$ cat src/rtl/mul_pkg.sv
// Shared definitions for the pipelined Wallace-tree multiplier: stage count, operand mode
// and the helpers that size the carry-save reduction tree.
package mul_pkg;

    localparam int unsigned MUL_STAGES = 3;

    typedef enum logic {
        MUL_UNSIGNED = 1'b0,
        MUL_SIGNED   = 1'b1
    } mul_mode_e;

    // Rows left after `levels` rounds of 3:2 compression (each round turns 3 rows into 2).
    function automatic int unsigned csa_rows_after(int unsigned rows, int unsigned levels);
        int unsigned n;
        n = rows;
        for (int unsigned l = 0; l < levels; l++) begin
            if (n > 2) n = n - n / 3;
        end
        return n;
    endfunction

    function automatic int unsigned csa_levels(int unsigned rows);
        int unsigned n;
        int unsigned lv;
        n  = rows;
        lv = 0;
        while (n > 2) begin
            n  = n - n / 3;
            lv = lv + 1;
        end
        return lv;
    endfunction

endpackage

$ cat src/rtl/csa_row.sv
// W-bit 3:2 carry-save compressor; the carry row is returned already weighted (shifted left).
module csa_row #(
    parameter int unsigned W = 8
) (
    input  logic [W-1:0] a,
    input  logic [W-1:0] b,
    input  logic [W-1:0] c,
    output logic [W-1:0] sum,
    output logic [W-1:0] carry
);

    assign sum   = a ^ b ^ c;
    assign carry = ((a & b) | (a & c) | (b & c)) << 1;

endmodule

$ cat src/rtl/wallace_pipe_mul.sv
// Three-stage pipelined WIDTH x WIDTH multiplier: partial products, CSA tree, final add.
// Signed mode uses modified Baugh-Wooley so both modes share one unsigned-style tree.
module wallace_pipe_mul
    import mul_pkg::*;
#(
    parameter int unsigned WIDTH = 32,
    parameter int unsigned TAG_W = 4
) (
    input  logic                 clk,
    input  logic                 rst,
    input  logic                 in_valid,
    output logic                 in_ready,
    input  logic [WIDTH-1:0]     in_a,
    input  logic [WIDTH-1:0]     in_b,
    input  logic                 in_signed,
    input  logic [TAG_W-1:0]     in_tag,
    output logic                 out_valid,
    input  logic                 out_ready,
    output logic [2*WIDTH-1:0]   out_prod,
    output logic [TAG_W-1:0]     out_tag
);

    localparam int unsigned PW     = 2 * WIDTH;
    localparam int unsigned LEVELS = csa_levels(WIDTH);

    if (WIDTH < 4 || WIDTH > 64) begin : g_width_check
        $error("wallace_pipe_mul: WIDTH must be within 4..64");
    end

    logic [MUL_STAGES-1:0] v_q, v_d;
    logic                  adv1, adv2, adv3;

    assign adv3     = v_q[1] & (~v_q[2] | out_ready);
    assign adv2     = v_q[0] & (~v_q[1] | adv3);
    assign in_ready = ~v_q[0] | adv2;
    assign adv1     = in_valid & in_ready;

    always_comb begin
        v_d    = v_q;
        v_d[0] = adv1 | (v_q[0] & ~adv2);
        v_d[1] = adv2 | (v_q[1] & ~adv3);
        v_d[2] = adv3 | (v_q[2] & ~out_ready);
    end

    always_ff @(posedge clk or posedge rst) begin
        if (rst) begin
            v_q <= '0;
        end else begin
            v_q <= v_d;
        end
    end

    // S1: partial products; in signed mode the cross terms with exactly one sign bit invert.
    logic [WIDTH-1:0] pp_d [WIDTH];
    logic [WIDTH-1:0] pp_q [WIDTH];
    mul_mode_e        mode_q;
    logic [TAG_W-1:0] tag1_q;

    always_comb begin
        for (int unsigned i = 0; i < WIDTH; i++) begin
            for (int unsigned j = 0; j < WIDTH; j++) begin
                pp_d[i][j] = (in_a[j] & in_b[i]) ^
                             (in_signed & ((i == WIDTH - 1) != (j == WIDTH - 1)));
            end
        end
    end

    always_ff @(posedge clk) begin
        if (adv1) begin
            pp_q   <= pp_d;
            mode_q <= in_signed ? MUL_SIGNED : MUL_UNSIGNED;
            tag1_q <= in_tag;
        end
    end

    // S2: weight each row and fold the Baugh-Wooley constants (2^W, 2^(2W-1)) into free
    // bit positions of the first and last rows so no extra row is needed.
    logic [PW-1:0] tree [LEVELS+1][WIDTH];

    for (genvar i = 0; i < WIDTH; i++) begin : g_rows
        localparam logic [PW-1:0] CORR = (i == 0)         ? (PW'(1) << WIDTH)  :
                                         (i == WIDTH - 1) ? (PW'(1) << (PW-1)) : '0;
        assign tree[0][i] = ({{WIDTH{1'b0}}, pp_q[i]} << i) |
                            ((mode_q == MUL_SIGNED) ? CORR : '0);
    end

    for (genvar l = 0; l < LEVELS; l++) begin : g_lvl
        localparam int unsigned NIN = csa_rows_after(WIDTH, l);
        localparam int unsigned NG  = NIN / 3;
        for (genvar g = 0; g < NG; g++) begin : g_csa
            csa_row #(
                .W(PW)
            ) u_csa (
                .a    (tree[l][3*g]),
                .b    (tree[l][3*g+1]),
                .c    (tree[l][3*g+2]),
                .sum  (tree[l+1][2*g]),
                .carry(tree[l+1][2*g+1])
            );
        end
        for (genvar r = 3 * NG; r < NIN; r++) begin : g_pass
            assign tree[l+1][r-NG] = tree[l][r];
        end
        for (genvar k = NIN - NG; k < WIDTH; k++) begin : g_unused
            assign tree[l+1][k] = '0;
        end
    end

    logic [PW-1:0]    sum_q, carry_q;
    logic [TAG_W-1:0] tag2_q;

    always_ff @(posedge clk) begin
        if (adv2) begin
            sum_q   <= tree[LEVELS][0];
            carry_q <= tree[LEVELS][1];
            tag2_q  <= tag1_q;
        end
    end

    // S3: carry-propagate add; output registers are the only source of the out_* ports.
    logic [PW-1:0]    prod_q;
    logic [TAG_W-1:0] tag3_q;

    always_ff @(posedge clk or posedge rst) begin
        if (rst) begin
            prod_q <= '0;
            tag3_q <= '0;
        end else if (adv3) begin
            prod_q <= sum_q + carry_q;
            tag3_q <= tag2_q;
        end
    end

    assign out_valid = v_q[2];
    assign out_prod  = prod_q;
    assign out_tag   = tag3_q;

endmodule

$ cat config.mk
export PLATFORM = sky130hd
export DESIGN_NAME = wallace_pipe_mul
export DESIGN_NICKNAME = d
export VERILOG_FILES = /design/src/rtl/mul_pkg.sv /design/src/rtl/csa_row.sv /design/src/rtl/wallace_pipe_mul.sv
export SDC_FILE = /design/constraint.sdc
export NUM_CORES = 2
export LEC_CHECK = 0
export CAP_MARGIN = 20
export CORE_MARGIN = 3
export CORE_UTILIZATION = 40
export DETAILED_ROUTE_END_ITERATION = 8
export GPL_TIMING_DRIVEN = 0
export SLEW_MARGIN = 5
export SYNTH_ARGS = -nofsm -noshare
export SYNTH_HDL_FRONTEND = slang
export SYNTH_SLANG_ARGS = --single-unit
$ cat constraint.sdc
create_clock -name clk -period 27.5 [get_ports clk]
set_input_delay 5.5 -clock clk [delete_from_list [all_inputs] [get_ports clk]]
set_output_delay 5.5 -clock clk [all_outputs]
set_load 0.02 [all_outputs]
-- Word-level counts from Yosys, hierarchy flattened
Index checks and enable logic that the tools add are counted.
- output and inout port bits: 70
- word-level logic and storage cells: 1360
- flip-flop bits (word level): 1231
- memory bits (read-only): 0
- bits in latches: 0
- RAM bits: 0
- bits of input ports: 73
- memories: 0
- reduce and logical (&&, ||, !) cells: 0
- bitwise gates (word level): 1316
- multipliers: 0
- mux-type cells: 3
- shift-type cells: 0
- magnitude comparators: 0
- divide/modulo/power cells: 0
- add/subtract/negate cells: 1
- eq/ne operators: 0
- operators by type and width (operator ; number):
    AND 63 bit ; 58
    bitwise OR 63 bit ; 50
    XOR 64 bit ; 39
    AND 1 bit ; 1030
    AND 63 x 62 -> 63 bit ; 2
    adder 64 bit ; 1
    2-to-1 mux 64 bit ; 1
    bitwise OR 63 x 64 -> 64 bit ; 1
    XOR 64 x 34 -> 64 bit ; 1
    XOR 64 x 62 -> 64 bit ; 1
    AND 63 x 33 -> 63 bit ; 1
    AND 63 x 34 -> 63 bit ; 1
    bitwise OR 63 x 34 -> 63 bit ; 1
    bitwise OR 63 x 37 -> 63 bit ; 1
    bitwise OR 63 x 40 -> 63 bit ; 1
    bitwise OR 63 x 43 -> 63 bit ; 1
    bitwise OR 63 x 46 -> 63 bit ; 1
    bitwise OR 63 x 49 -> 63 bit ; 1
    bitwise OR 63 x 52 -> 63 bit ; 1
    bitwise OR 63 x 55 -> 63 bit ; 1
    bitwise OR 63 x 58 -> 63 bit ; 1
    bitwise OR 63 x 61 -> 63 bit ; 1
    XOR 1 bit ; 62
    AND 59 x 61 -> 61 bit ; 1
    other kinds (51) ; 61

-- Logic depth before layout (Yosys ltp)
- depth in word-level cells: 26
- mapped depth: 16
- mapped depth without buffers: 16

-- Modules after synthesis
From an unflattened synthesis, not the netlist that was laid out.
- cell total of the unflattened synthesis: 5244
- area total of the unflattened synthesis: 87731.6 µm²
- modules (own cells, without submodules) (module ; area an instance (µm²) ; times used ; cells an instance ; sequential area each (µm²)):
    wallace_pipe_mul ; 48844.3 ; 1 ; 3264 ; 36640.1
    csa_row ; 1296.2 ; 30 ; 66 ; 0.0

-- Least setup slack after synthesis
No wires, ideal clock.
- path type: input to register
- from: input out_ready
- to: register mode_q, enable pin
- required time: 25.968 ns
- setup time: 1.532 ns
- arrival time: 28.946 ns
- cell stages on the path: 3
- buffers on the path: 0
- setup slack: -2.978 ns
- path through: nor2b_1 nand3_1 and2_1
- cells in the longest elaborated chain, start to end: 6
- ends and longest elaborated chain (what ; RTL line ; text):
    start: declaration ; wallace_pipe_mul.sv:18 ; input logic out_ready,
    bitwise OR 1 bit ; wallace_pipe_mul.sv:33 ; assign adv3 = v_q[1] & (~v_q[2] | out_ready);
    AND 1 bit ; wallace_pipe_mul.sv:33 ;
    bitwise OR 1 bit ; wallace_pipe_mul.sv:34 ; assign adv2 = v_q[0] & (~v_q[1] | adv3);
    AND 1 bit ; wallace_pipe_mul.sv:34 ;
    bitwise OR 1 bit ; wallace_pipe_mul.sv:35 ; assign in_ready = ~v_q[0] | adv2;
    net in_ready ; wallace_pipe_mul.sv:12 ; output logic in_ready,
    AND 1 bit ; wallace_pipe_mul.sv:36 ; assign adv1 = in_valid & in_ready;
    net adv1 ; wallace_pipe_mul.sv:31 ; logic adv1, adv2, adv3;
    end signal: assignment ; wallace_pipe_mul.sv:71 ; mode_q <= in_signed ? MUL_SIGNED : MUL_UNSIGNED;
    end: declaration ; wallace_pipe_mul.sv:56 ; mul_mode_e mode_q;
The timed path passes the listed nets, and every way through them passes these cells.
A chain may end at the register's enable or synchronous reset.

-- Final worst setup path
- from: input out_ready
- to: output in_ready
- cells in the longest elaborated chain, start to end: 5
- ends and longest elaborated chain (what ; RTL line):
    bitwise OR 1 bit ; wallace_pipe_mul.sv:33
    AND 1 bit ; wallace_pipe_mul.sv:33
    bitwise OR 1 bit ; wallace_pipe_mul.sv:34
    AND 1 bit ; wallace_pipe_mul.sv:34
    bitwise OR 1 bit ; wallace_pipe_mul.sv:35
    end: declaration ; wallace_pipe_mul.sv:12
Every way passes these cells.

==> summary.txt <==
Outcome
  • Status: finished, final reports clean

Synth
  • Seq/Total Area, Yosys: 0.5021
  • Post-synth top area share: 0.4776
  • Synth area leaders: edfxtp_1 48%, fa_1 25%, and2_1 8.4%
  • Number of enable flip-flop cells after synthesis: 1152
  • Post-synthesis async set-or-reset flop share: 0.05805
  • Syn_nets: 6596
  • Yosys Warn Count: 0
  • Post-synthesis cell area: 0.07244 mm2
  • Synth cell types: 61
  • Synth Area per Inst: 13.41 um2
  • Most frequent cell after synthesis: inv_1
  • Top post-synthesis cells by count: 1206 x inv_1, 1152 x edfxtp_1, 967 x and2_1
  • Area leader, netlist: edfxtp_1
  • Mapped Cells: 5401
  • Top_reg_cell synth: edfxtp_1
  • Seq cells post-synth: 1223

Timing
  • RSZ-0062 raised after global routing: false
  • Worst-Margin Slew: 1.066 ns
  • Layout Skew: 0.03816 ns
  • Minimum clock period after layout: 12.29 ns
  • Final setup fails: 0
  • Final Hold Vio Count: 0
  • Setup TNS: 0 ns
  • Final max-slew violation count: 0
  • Peak Freq: 0.08135 GHz
  • Period utilization: 0.4470
  • Max_slew headroom: 0.2892

Global route
  • GRT met3 Usage: 0.02790
  • Initial antenna violation count: 15
  • GRT Overall Usage: 0.2048
  • Number of global-route vias before repair: 42050
  • GRT Max-Usage Layer: met2
  • First-pass GRT wire length: 276500 um
  • GRT met1 Usage: 0.2863
  • Global route overflow: 0
  • Grt met2 use: 0.3291
  • Largest net degree at the start of global routing: 72

Setup path
  • Reg2Reg Setup Slack: 22.17 ns
  • Worst EP arrival: 6.79 ns
  • Worst r2r src: pp_q[80]$_DFFE_PP_
  • Worst setup path class: primary input to output pin
  • Most used cell, CP: clkdlybuf4s50_1
  • Buf/Inv on CP: 2
  • FF-to-FF path depth: 14
  • Critical path data required time: 22.00 ns
  • CP delay by family, top: buffers and inverters
  • Slowest stage cell, crit path: clkdlybuf4s50_1
  • CP Cell Sequence: clkdlybuf4s50_1, nor2b_1, nand3_1, clkdlybuf4s50_1
  • Worst setup SP type: primary input
  • Crit Path Max Fanout: 3
  • Biggest cell delay along the critical path: 0.56 ns
  • CP Capture Type: output pin
  • R2r endpoint: sum_q[45]$_DFFE_PP_

Finish
  • Nets@finish: 6897
  • Fraction of layout cells with a size suffix above 1: 0.04069
  • Area grow syn2layout: 12.92%
  • Fillcell total: 15950
  • Multi-input logic area: 0.03067 mm2
  • FF/Latch Area: 0.03637 mm2

Floorplan
  • IO Pins: 143
  • Die span in y: 431.5 um
  • Die width: 431.5 um
  • Starting density of the core: 0.4042
  • Row count: 155
  • Placeable Area: 0.1792 mm2
  • Die ar.: 0.1862 mm2

Clock tree
  • Number of post-CTS setup repair buffers: 0
  • Clk buf depth: 3
  • H-tree depth: 4
  • Resized Gates After CTS: 0
  • CTS tree: done
  • Clk slew on worst S/H paths: 0.06 ns
  • CTS buffer count: 137
  • CTS Root Cell: clkbuf_16
  • CTS sink count: 1223
  • Hold_buf cts: 0
  • Clk Latency, worst-skew pair: 0.79 ns

Hold path
  • Worst hold stages: 0
  • Worst min path class: register to register
  • Hold_sp: tag1_q[1]$_DFFE_PP_
  • Hold Path End: tag2_q[1]$_DFFE_PP_

Detailed routing
  • DRT iter0 DRCs: 3849
  • Wire length per cell: 22.80 um
  • Drt total wl: 186100 um
  • DR vias/cell: 4.810
  • Vias: 39270
  • Pre-antenna DRT Iters: 5
  • Antenna viol nets, final: 0
  • Drt drc: 0

Flow run
  • Max cap viols: 0

Placement
  • DP HPWL: 145700 um
  • Buffers on Ports: 142
  • Final GP Congestion: 0.8878
-- how the worst max path moves through the flow --
| stage | startpoint | end | slack (ns) | cells after the start |
|---|---|---|---|---|
| 2_1_floorplan | out_ready | mode_q$_DFFE_PP_ | 8.64 | 3 |
| 3_3_place_gp | out_ready | pp_q[547]$_DFFE_PP_ | 2.99 | 4 |
| 3_5_place_dp | out_ready | in_ready | 15.22 | 4 |
| 4_1_cts | out_ready | in_ready | 15.20 | 4 |
| 5_1_grt | out_ready | in_ready | 15.11 | 4 |
| 6_report | out_ready | in_ready | 15.21 | 4 |
-- metrics by stage --
| stage | hold WS [ns] | setup WS [ns] | instances | utilization | cell area, um2 |
|---|---|---|---|---|---|
| 5_1_grt | 0.4244 | 15.11 | 8156 | 0.4563 | 81770 |
| 3_5_place_dp | 0.4074 | 15.22 | 7918 | 0.4317 | 77360 |
| 3_3_place_gp | 0.4058 | 2.992 | 7898 | 0.4286 | 76800 |
| 6_report | 0.4199 | 15.21 | 8165 | 0.4564 | 81790 |
| 2_1_floorplan | 0.4003 | 8.637 | 5401 | - | 72440 |
| 4_1_cts | 0.4212 | 15.20 | 8155 | 0.4563 | 81770 |
-- flip-flops by register name, summed over array words and instances, names as in the netlist --
signal / cells
carry_q: 55
mode_q: 1
out_prod: 64
out_tag: 4
pp_q: 1024
sum_q: 64
tag1_q: 4
tag2_q: 4
v_q: 3
-- worst register-to-register path, cell delays in order (launching register included) --
cell,delay [ns]
edfxtp_1,0.40
fa_1,0.55
inv_1,0.05
fa_1,0.45
fa_1,0.53
inv_1,0.09
fa_1,0.55
inv_1,0.06
fa_1,0.49
inv_1,0.05
fa_1,0.54
inv_1,0.05
fa_1,0.47
inv_1,0.05
fa_1,0.73
-- routing by layer --
metal | up-vias | part of all wire
li1 | 17330 | -
met1 | 20340 | 0.43
met2 | 1308 | 0.47
met3 | 296 | 0.063
met4 | 0 | 0.037
met5 | - | 0
-- area by class of cell --
type                    count  share of cell area
plain buffers             226             0.01065
well taps                2355             0.03603
multi-input cells        2746              0.3750
clock inverters            52            0.007542
diodes                     10           0.0003060
inverters                1206             0.05538
repair buffers            162             0.02411
clock buffers             185             0.04631
flip-flops and latches   1223              0.4447
-- cells by family after synthesis --
kind of cell,after synthesis,share of synthesized area
adders and majority gates,1122,0.2880
AOI/OAI and AO/OA,233,0.01974
xor gates and xnor gates,113,0.01366
and+or+nand+nor,1276,0.1017
DFF,1223,0.5021
muxes,2,0.0003109
buffers and inverters,1432,0.07452
-- cells in the final DEF, fill, tap and decap left out, types with 11 or more instances in the layout --
master	n
clkinv_2	11
nor3_1	12
a21o_1	18
o21ai_0	80
xor2_1	23
fa_1	909
clkinv_1	15
clkbuf_16	144
clkdlybuf4s50_1	142
clkbuf_1	247
inv_1	1205
o21bai_1	12
nand4_1	11
edfxtp_1	1152
ha_1	213
dfrtp_1	71
a21oi_1	70
nor2_1	38
and2_1	965
xnor2_1	90
nand2_1	213
bufinv_16	12
buf_16	20
Power is left out: the tool's default activity adds up to more than one toggle a clock period on the data nets, which glitch-free logic cannot reach.
